$ cat config.mk
export PLATFORM = sky130hd
export DESIGN_NAME = ace_ccu_snoop_resp_collector
export DESIGN_NICKNAME = d
export VERILOG_FILES = /design/src/rtl/ace_ccu_snoop_resp_collector.sv
export SDC_FILE = /design/constraint.sdc
export NUM_CORES = 1
export LEC_CHECK = 0
export BUFFER_PORTS_ARGS = -buffer_cell sky130_fd_sc_hd__buf_2
export CAP_MARGIN = 20
export CORE_AREA = 10 10 71 88
export DETAILED_ROUTE_END_ITERATION = 8
export DIE_AREA = 0 0 81 98
export GPL_ROUTABILITY_DRIVEN = 0
export PLACE_DENSITY = 0.95
export SYNTH_ARGS = -nofsm -noshare
export SYNTH_HDL_FRONTEND = slang
export SYNTH_SLANG_ARGS = --single-unit
$ cat constraint.sdc
create_clock -name clk -period 5.2 [get_ports clk]
set_input_delay 1.04 -clock clk [delete_from_list [all_inputs] [get_ports clk]]
set_output_delay 1.04 -clock clk [all_outputs]
set_load 0.1 [all_outputs]
$ cat src/rtl/ace_ccu_snoop_resp_collector.sv
// ace_ccu_snoop_resp_collector
//   Collects the snoop response for one outstanding snoop at a time: accepts the
//   CR response, forwards an optional CD burst to the CCU data path without
//   buffering, and then presents one summary result that the CCU FSM uses to
//   choose between cache-to-cache data and a memory fetch.
//
// Ports
//   clk, rst_n                    clock; asynchronous reset, asserted high
//   cmd_valid_i/ready_o/len_i     snoop issued, with expected CD beats minus one
//   cr_valid_i/ready_o/resp_i     snoop response {WasUnique,IsShared,PassDirty,Error,DataTransfer}
//   cd_valid_i/ready_o/data_i/last_i    snoop data beat from the interconnect
//   data_valid_o/ready_i/o/last_o       forwarded data beat to the CCU data path
//   res_valid_o/ready_i           summary handshake
//   res_data_o/dirty_o/shared_o/err_o   summary flags
//
// state     | meaning
// ----------+---------------------------------------------------------------
// IDLE      | no snoop outstanding, accepts cmd
// WAIT_CR   | snoop issued, waiting for the CR response
// DATA      | CR said DataTransfer, passing CD beats through until cd_last
// RESULT    | summary presented until accepted

module ace_ccu_snoop_resp_collector #(
    parameter int DataWidth = 64,
    parameter int LenWidth  = 8
) (
    input  logic                 clk,
    input  logic                 rst_n,
    input  logic                 cmd_valid_i,
    output logic                 cmd_ready_o,
    input  logic [LenWidth-1:0]  cmd_len_i,
    input  logic                 cr_valid_i,
    output logic                 cr_ready_o,
    input  logic [4:0]           cr_resp_i,
    input  logic                 cd_valid_i,
    output logic                 cd_ready_o,
    input  logic [DataWidth-1:0] cd_data_i,
    input  logic                 cd_last_i,
    output logic                 data_valid_o,
    input  logic                 data_ready_i,
    output logic [DataWidth-1:0] data_o,
    output logic                 data_last_o,
    output logic                 res_valid_o,
    input  logic                 res_ready_i,
    output logic                 res_data_o,
    output logic                 res_dirty_o,
    output logic                 res_shared_o,
    output logic                 res_err_o
);

    localparam logic [1:0] ST_IDLE    = 2'd0;
    localparam logic [1:0] ST_WAIT_CR = 2'd1;
    localparam logic [1:0] ST_DATA    = 2'd2;
    localparam logic [1:0] ST_RESULT  = 2'd3;

    localparam logic [LenWidth:0] CntMax = '1;
    localparam logic [LenWidth:0] CntOne = {{LenWidth{1'b0}}, 1'b1};

    logic [1:0]          state_q;
    logic [LenWidth-1:0] len_q;
    logic [4:0]          res_q;
    logic [LenWidth:0]   cnt_q;
    logic                len_err_q;

    logic in_idle, in_wait_cr, in_data, in_result;
    logic cd_hs;
    logic unused_was_unique;

    assign in_idle    = (state_q == ST_IDLE);
    assign in_wait_cr = (state_q == ST_WAIT_CR);
    assign in_data    = (state_q == ST_DATA);
    assign in_result  = (state_q == ST_RESULT);

    // The state register already sits in IDLE during reset; the extra rst_n term
    // keeps cmd_ready low until reset is actually released.
    assign cmd_ready_o  = in_idle & ~rst_n;
    assign cr_ready_o   = in_wait_cr;

    // Pure pass-through in DATA. Payload is gated so nothing leaks outside the burst.
    assign cd_ready_o   = in_data & data_ready_i;
    assign data_valid_o = in_data & cd_valid_i;
    assign data_o       = in_data ? cd_data_i : '0;
    assign data_last_o  = in_data & cd_last_i;
    assign cd_hs        = in_data & cd_valid_i & data_ready_i;

    assign res_valid_o  = in_result;
    assign res_data_o   = in_result & res_q[0];
    assign res_dirty_o  = in_result & res_q[2];
    assign res_shared_o = in_result & res_q[3];
    assign res_err_o    = in_result & (res_q[1] | len_err_q);

    // WasUnique is captured with the rest of the response but not summarised.
    assign unused_was_unique = res_q[4];

    always_ff @(posedge clk or posedge rst_n) begin
        if (rst_n) begin
            state_q   <= ST_IDLE;
            len_q     <= '0;
            res_q     <= '0;
            cnt_q     <= '0;
            len_err_q <= 1'b0;
        end else begin
            case (state_q)
                ST_IDLE: begin
                    if (cmd_valid_i) begin
                        len_q     <= cmd_len_i;
                        res_q     <= '0;
                        len_err_q <= 1'b0;
                        state_q   <= ST_WAIT_CR;
                    end
                end
                ST_WAIT_CR: begin
                    if (cr_valid_i) begin
                        res_q   <= cr_resp_i;
                        cnt_q   <= '0;
                        state_q <= cr_resp_i[0] ? ST_DATA : ST_RESULT;
                    end
                end
                ST_DATA: begin
                    if (cd_hs) begin
                        if (cnt_q != CntMax) begin
                            cnt_q <= cnt_q + CntOne;
                        end
                        // Compare against the count before this beat: len is beats-1.
                        if (cd_last_i) begin
                            len_err_q <= (cnt_q != {1'b0, len_q});
                            state_q   <= ST_RESULT;
                        end
                    end
                end
                ST_RESULT: begin
                    if (res_ready_i) begin
                        state_q <= ST_IDLE;
                    end
                end
                default: state_q <= ST_IDLE;
            endcase
        end
    end

endmodule
* Yosys cells after proc, flatten, opt, wreduce, memory -nomap -nowiden
Cells that the tools add are included. Widths: inputs -> output; s select.
Word-level totals: register bits 24, output and inout port bits 74
Cells by class: muxes and demuxes 19, reduce and logical (&&, ||, !) cells 9, bitwise gates (word level) 11, equal/unequal tests 11, add/subtract/negate cells 1
Operator list (count):
- $mux 64 | 1
- $mux 9 | 3
- $pmux 9 s2 | 1
- $mux 2 | 5
- $add 9x1->9 const B | 1
- $and 1x1->1 | 9
- $ne 9x8->1 | 1
- $ne 9x9->1 const B | 1
- $mux 4 | 2
- $ne 2x2->1 const B | 4
- $pmux 2 s4 | 1
- $pmux 4 s2 | 1
- $reduce_and 4->1 | 2
- $reduce_bool 2->1 | 3
- $reduce_and 5->1 | 1
- $eq 2x2->1 const B | 2
- $mux 1 | 4
- $ne 2x1->1 const B | 2
- $reduce_and 3->1 | 1
- $eq 2x1->1 const B | 1
- $logic_not 2->1 | 1
- $pmux 1 s2 | 1
- $reduce_and 2->1 | 1
- $not 1->1 | 1
- $or 1x1->1 | 1

* Depth between registers and ports, before layout
Gate-level depths: netlist of the first run.
word-level depth 5, depth in mapped cells 9, depth with buffers taken out 8

* Worst setup path before layout of the first run
No wires, ideal clock.
path type input-to-output, from input port rst_n, to output port cmd_ready_o, stages on the path 1, slack 1785 ps, data arrival time 2375 ps, path buffers 0, path through nor2b_1
Between the ends: word-level cells in the longest chain between the ends 2
Ends and longest elaborated chain:
- from (decl) | RTL line 28 | input logic rst_n,
- $not 1->1 | RTL line 76 | assign cmd_ready_o = in_idle & ~rst_n;
- $and 1x1->1 | RTL line 76
- to (decl) | RTL line 30 | output logic cmd_ready_o,
Every way passes these cells.

* Worst setup path in the final report of the first run
from register state_q[0], to output port data_o[33]
Between the ends: word-level cells in the longest chain between the ends 2
Ends and longest elaborated chain:
- from (decl) | RTL line 59 | logic [1:0] state_q;
- from (signal assigned) | RTL line 116 | state_q <= cr_resp_i[0] ? ST_DATA : ST_RESULT;
- $eq 2x2->1 | RTL line 71 | assign in_data = (state_q == ST_DATA);
- $mux 64 | RTL line 82 | assign data_o = in_data ? cd_data_i : '0;
- to (decl) | RTL line 41 | output logic [DataWidth-1:0] data_o,
Every way passes these cells.

==> results of run 1 <==
-- area by class of cell --
cell class / count / area, um^2
clock buffer: 3 / 41.3
sequential: 24 / 601
multi-input combinational: 167 / 1130
fill: 416 / 1910
timing repair buffer: 158 / 793
tap: 60 / 75.1
inverter: 10 / 37.5
clock inverter: 1 / 30.0
-- kinds of logic (layout without fill, tap and decap cells) --
| logic type | count (synthesis) | in the layout | synth area share, % |
|---|---|---|---|
| adders and majority gates | 6 | 6 | 4.13 |
| DFF | 24 | 24 | 33.1 |
| muxes | 9 | 9 | 5.58 |
| and+or+nand+nor | 110 | 110 | 36.3 |
| buffers and inverters | 22 | 172 | 4.55 |
| AOI/OAI and AO/OA | 34 | 34 | 12.5 |
| xor gates and xnor gates | 8 | 8 | 3.86 |
-- synthesized netlist by cell type --
cell type and n:
or4_1 3, a2111oi_2 1, dfrtp_1 24, ha_1 6, nor3_1 1, nor2b_1 5
a21o_1 1, a22oi_1 1, a22o_1 4, o21a_1 2, or3_1 4, mux2_2 9
o21ai_0 11, a311oi_1 1, buf_1 1, inv_1 10, nor4_1 1, a21oi_1 6
and2_1 69, and3_1 1, nand4_1 4, xnor2_1 8, clkbuf_1 11, a31oi_1 1
nor2_1 3, a32oi_1 1, a2111oi_0 1, nand2b_1 3, nand2_1 6, o31ai_1 3
nand4b_1 1, nand3_1 9, o211ai_1 1
-- metal layers --
layer,part of all wire (%),vias to the layer above
li1,-,1018
met1,39,958
met2,46,144
met3,13,10
met4,1.6,0
met5,0,-
-- placed cells by master (no fill, tap or decap), types with 2 or more instances in the layout --
| cell | Yosys | layout |
|---|---|---|
| o21ai_0 | 11 | 11 |
| or3_1 | 4 | 4 |
| nor2_1 | 3 | 3 |
| inv_1 | 10 | 10 |
| buf_2 | 0 | 157 |
| dfrtp_1 | 24 | 24 |
| mux2_2 | 9 | 9 |
| or4_1 | 3 | 3 |
| nand4_1 | 4 | 4 |
| a21oi_1 | 6 | 6 |
| nand2_1 | 6 | 6 |
| o31ai_1 | 3 | 3 |
| and2_1 | 69 | 69 |
| nand2b_1 | 3 | 3 |
| clkbuf_8 | 0 | 3 |
| nand3_1 | 9 | 9 |
| a22o_1 | 4 | 4 |
| o21a_1 | 2 | 2 |
| xnor2_1 | 8 | 8 |
| nor2b_1 | 5 | 5 |
| ha_1 | 6 | 6 |
-- critical path, stage by stage (launching register included) --
cell and delay (ns):
dfrtp_1 0.41, inv_1 0.13, ha_1 0.32, buf_4 0.43, and2_1 0.25, buf_2 0.45
-- per-stage QoR --
stage / hold slack (ns) / worst slack, ns / cells / util [%]
6_report: 0.525 / 1.89 / 423 / 58.6
3_3_place_gp: 0.503 / 2.25 / 419 / 57.1
4_1_cts: 0.531 / 1.90 / 423 / 58.6
5_1_grt: 0.565 / 1.74 / 423 / 58.6
2_1_floorplan: 0.480 / 1.78 / 213 / -
3_5_place_dp: 0.507 / 2.21 / 419 / 57.1
-- power groups by stage --
stage	clock network (mW)	registers [mW]	logic [mW]
3_5_place_dp	0	0.299	1.62
4_1_cts	0.165	0.296	1.63
3_3_place_gp	0	0.295	1.60
2_1_floorplan	0	0.285	1.38
6_report	0.165	0.297	1.63
5_1_grt	0.174	0.303	1.70
-- final timing paths --
kind	start	cells past startpoint	to	slack, ns
worst max-delay path	state_q[0]$_DFFE_PP0P_	5	data_o[33]	1.89
worst min-delay path	res_q[0]$_DFFE_PP0P_	1	res_q[0]$_DFFE_PP0P_	0.52
worst max register to register	cnt_q[0]$_DFFE_PP0P_	8	cnt_q[5]$_DFFE_PP0P_	2.86
worst min register to register	res_q[0]$_DFFE_PP0P_	1	res_q[0]$_DFFE_PP0P_	0.52
max in group asynchronous	rst_n	2	cnt_q[8]$_DFFE_PP0P_	3.68
min in group asynchronous	rst_n	2	res_q[3]$_DFFE_PP0P_	0.97
-- registers in the layout, summed over array words and instances, names as in the netlist --
name       count
cnt_q          9
len_q          8
res_q          4
state_q        2
len_err_q      1
==> metrics.txt, run 1 <==
status complete, no violations; Final Cycle Share 63.6%; Mapped Avg Cell Area 8.53 um^2; Initial Utilization 39.3%; DP Area 2640 um^2; Static Leak 1.51 nW; Diodes inserted 0; CTS Hold Bufs 0; GRT busiest layer met2; final instance area 2710 um^2; Total Routed Length 7990 um; RSZ-0062 raised after global routing no; cts repair resizes 0; worst-skew pair later-pin latency 0.27 ns; H-tree levels 1; post-route ant nets 0; first-pass GRT wire length 11,900 um; Fmax 302 MHz; Worst VDD drop 0.560 mV; Comb power frac 77.9%; antenna violations before repair 0; # rows 28; setup violators final 0; critical path endpoint category output pin; Syn Std Cell Area 1820 um^2; # DRC 0; CTS tree built; area leader, netlist dfrtp_1; GRT Residual Overflow 0; Final HPWL DP 6700 um; I/O pins 159; Clk pwr share 7.9%; vias per inst 5.04; MaxCap Viol Count 0; core area 4620 um^2; die area 7940 um^2; synth top area cells dfrtp_1 33%, and2_1 24%, mux2_2 5.6%; area grow syn2layout 49.2%; sw frac 68.7%; clock slew at reported path FFs 0.08 ns; Vias 2,130; synth unique cells 33; drt pass-1 iters 4; final setup TNS 0 ns; Num CTS Buffers 3; Final min period 3.31 ns; fin nets 455; clock sinks 24; type of origin of the critical path register; pin count of the biggest net entering global routing 64; GR Util met3 5.50%; relative slew slack 39.0%; Total Power 2.09 mW; PwrDens 770 nW/um^2; Data required, critical path 4.16 ns; Int Pwr 0.653 mW; Die Wd 81 um; fin. max-slew vios 0; share of layout cells above drive strength 1 47.4%; Reg power frac 14.2%; syn nets 304; Synthesis Warnings 0; GR Layer Usage met2 31.6%; P_sw 1.44 mW; All-Layer GR Usage 18.9%; Hold Crit Class register to register; Port Buf Inserts 157; met1 usage 22.8%; DRT iter0 DRCs 64; Seq/Total Area, Yosys 33.1%; vias in the first global route 2,221; CP arrival 2.27 ns; Worst Path Max Fanout 63; Synth top area share 33.1%; detailed-route wire length per cell 18.9 um; CTS root buf clkbuf_8; Worst Max-Slew Pin Slew 0.914 ns; post-CTS setup buffer count 0; Hold Vio Cnt, Final 0; clk buf depth 2; synthesis-stage register bit count 24; Clock Skews 0.00294 ns; die height 98 um; critical path type register to output pin; Syn Inst Count 213
No activity file was read; power rests on OpenSTA's default activity.
==> run 2: changes to the inputs <==
--- a/config.mk
+++ b/config.mk
@@ -7,11 +7,11 @@
 export LEC_CHECK = 0
 export BUFFER_PORTS_ARGS = -buffer_cell sky130_fd_sc_hd__buf_2
 export CAP_MARGIN = 20
-export CORE_AREA = 10 10 71 88
+export CORE_AREA = 10 10 73 91
 export DETAILED_ROUTE_END_ITERATION = 8
-export DIE_AREA = 0 0 81 98
+export DIE_AREA = 0 0 83 101
 export GPL_ROUTABILITY_DRIVEN = 0
-export PLACE_DENSITY = 0.95
+export PLACE_DENSITY = 0.9
 export SYNTH_ARGS = -nofsm -noshare
 export SYNTH_HDL_FRONTEND = slang
 export SYNTH_SLANG_ARGS = --single-unit
==> constraint.sdc (replaced) <==
create_clock -name clk -period 3.07 [get_ports clk]
set_input_delay 0.614 -clock clk [delete_from_list [all_inputs] [get_ports clk]]
set_output_delay 0.614 -clock clk [all_outputs]
set_load 0.1 [all_outputs]
==> metrics.txt, run 2 (synthesis gave the netlist of run 1 again) <==
status complete, no violations; Final min period 2.42 ns; critical path endpoint category output pin; sw frac 60.0% (-8.8 points); Largest register FFs 9 (unchanged); Int Pwr 1.74 mW (+170%); vias per inst 5.16 (+2.5%); post-CTS setup buffer count 0 (unchanged); antenna violations before repair 0 (unchanged); Worst Max-Slew Pin Slew 0.910 ns (-0.00431 ns); Reg2Reg Depth 8 (unchanged); Worst VDD drop 0.927 mV (+65%); clock sinks 24 (unchanged); Reg power frac 11.7% (-2.5 points); most frequent cells in the layout 90 x buf_2, 69 x and2_1, 67 x buf_12; Hold Crit Depth 1 (unchanged); detailed-route wire length per cell 22.0 um (+17%); CTS Hold Bufs 0 (unchanged); share of layout cells above drive strength 1 47.5% (+0.14 points); Comb power frac 82.0% (+4.1 points); CP arrival 1.81 ns (-0.46 ns); cts repair resizes 0 (unchanged); min-delay src res_q[0]$_DFFE_PP0P_; P_sw 2.60 mW (+81%); Total Power 4.34 mW (+110%); CP max stage cell buf_2; r2r endpoint cnt_q[5]$_DFFE_PP0P_; setup violators final 0 (unchanged); top flop regs cnt_q: 9 flops, len_q: 8 flops, res_q: 4 flops; most common cell after layout, fill and taps aside buf_2; first-pass GRT wire length 13,700 um (+16%); Final HPWL DP 7990 um (+19%); clk buf depth 2 (unchanged); fin. max-slew vios 0 (unchanged); Fmax 413 MHz; Clock Skews 0.00416 ns (+0.00122 ns); drt pass-1 iters 4 (unchanged); I/O pins 159 (unchanged); Total Routed Length 9380 um (+17%); Hold Crit Class register to register; Worst Path Max Fanout 14 (-78%); H-tree levels 1 (unchanged); Final Cycle Share 79.0%; Data required, critical path 2.46 ns (-1.70 ns); Initial Utilization 36.8% (-2.5 points); GRT Residual Overflow 0 (unchanged); CTS root buf clkbuf_8; Static Leak 1.72 nW (+14%); area grow syn2layout 105%; vias in the first global route 2,153 (-3.1%); pin count of the biggest net entering global routing 37 (-42%); Port Buf Inserts 157 (unchanged); worst-skew pair later-pin latency 0.27 ns (about the same); slowest stage delay, CP 0.52 ns (+0.07 ns); core area 4930 um^2 (+6.7%); Hold Vio Cnt, Final 0 (unchanged); Num CTS Buffers 3 (unchanged); final setup TNS 0 ns (unchanged); r2r setup slk 0.70 ns (-2.16 ns); CTS tree built; die area 8380 um^2 (+5.6%); Die Wd 83 um (+2.5%); type of origin of the critical path register; critical path type register to output pin; most flop-heavy register cnt_q; Vias 2,198 (+3.2%); MaxCap Viol Count 0 (unchanged); post-route ant nets 0 (unchanged); RR Startpoint cnt_q[1]$_DFFE_PP0P_; relative slew slack 39.3% (+0.29 points); Diodes inserted 0 (unchanged); RSZ-0062 raised after global routing no; DRT iter0 DRCs 87 (+36%); clock slew at reported path FFs 0.08 ns (about the same); # rows 29 (+3.6%); CP cell instances inv_1 -> ha_1 -> buf_2; # DRC 0 (unchanged); Clk pwr share 6.4% (-1.5 points); All-Layer GR Usage 20.9% (+2.0 points); PwrDens 1160 nW/um^2 (+51%); die height 101 um (+3.1%); worst-case hold path end point res_q[0]$_DFFE_PP0P_; fin nets 456 (+0.22%)
==> run 2: worst max-delay path by stage <==
stage               slack, ns              endpoint                   start
finish                   0.65            cr_ready_o  state_q[1]$_DFFE_PP0P_
global route             0.49           cmd_ready_o  state_q[0]$_DFFE_PP0P_
CTS                      0.65           cmd_ready_o  state_q[0]$_DFFE_PP0P_
detailed placement       0.76  cnt_q[5]$_DFFE_PP0P_    cnt_q[0]$_DFFE_PP0P_
global placement         0.90  cnt_q[5]$_DFFE_PP0P_    cnt_q[0]$_DFFE_PP0P_
floorplan                0.19           cmd_ready_o  state_q[0]$_DFFE_PP0P_
==> run 2: worst max-delay path: cells and delay by family (launching register included) <==
kind                     cells  cell delay [ns]
buffers and inverters        2             0.66
adder cells (fa/ha/maj)      1             0.46
flip-flops                   1             0.42
==> run 2: cell type report <==
class,instances,area (um^2)
multi-input combinational,167,1130
inverter,10,37.5
timing repair buffer,159,1810
clock inverter,1,30.0
sequential,24,601
tap,62,77.6
clock buffer,3,41.3
fill,306,1210
==> run 2: power by group through the flow <==
| stage | combinational (mW) | clock, mW | sequential [mW] |
|---|---|---|---|
| floorplan | 2.34 | 0 | 0.483 |
| global placement | 3.47 | 0 | 0.497 |
| detailed placement | 3.55 | 0 | 0.508 |
| CTS | 3.58 | 0.277 | 0.505 |
| global route | 3.67 | 0.287 | 0.519 |
| finish | 3.56 | 0.276 | 0.506 |
==> run 2: through the flow <==
step / area (um^2) / cells / setup WS (ns) / utilization (%) / hold slack [ns]
6_report: 3730 / 426 / 0.646 / 75.5 / 0.530
5_1_grt: 3730 / 426 / 0.490 / 75.5 / 0.552
4_1_cts: 3730 / 426 / 0.652 / 75.5 / 0.530
3_5_place_dp: 3660 / 422 / 0.755 / 74.1 / 0.511
3_3_place_gp: 3660 / 422 / 0.896 / 74.1 / 0.500
2_1_floorplan: 1820 / 213 / 0.185 / - / 0.480
==> run 2: routing by layer <==
metal	up-vias	part of all wire [%]	track usage, %
met5	-	0	0
met4	0	1.8	5.25
met3	11	9.7	6.55
met2	145	52	38.2
met1	1012	36	22.9
li1	1030	-	-
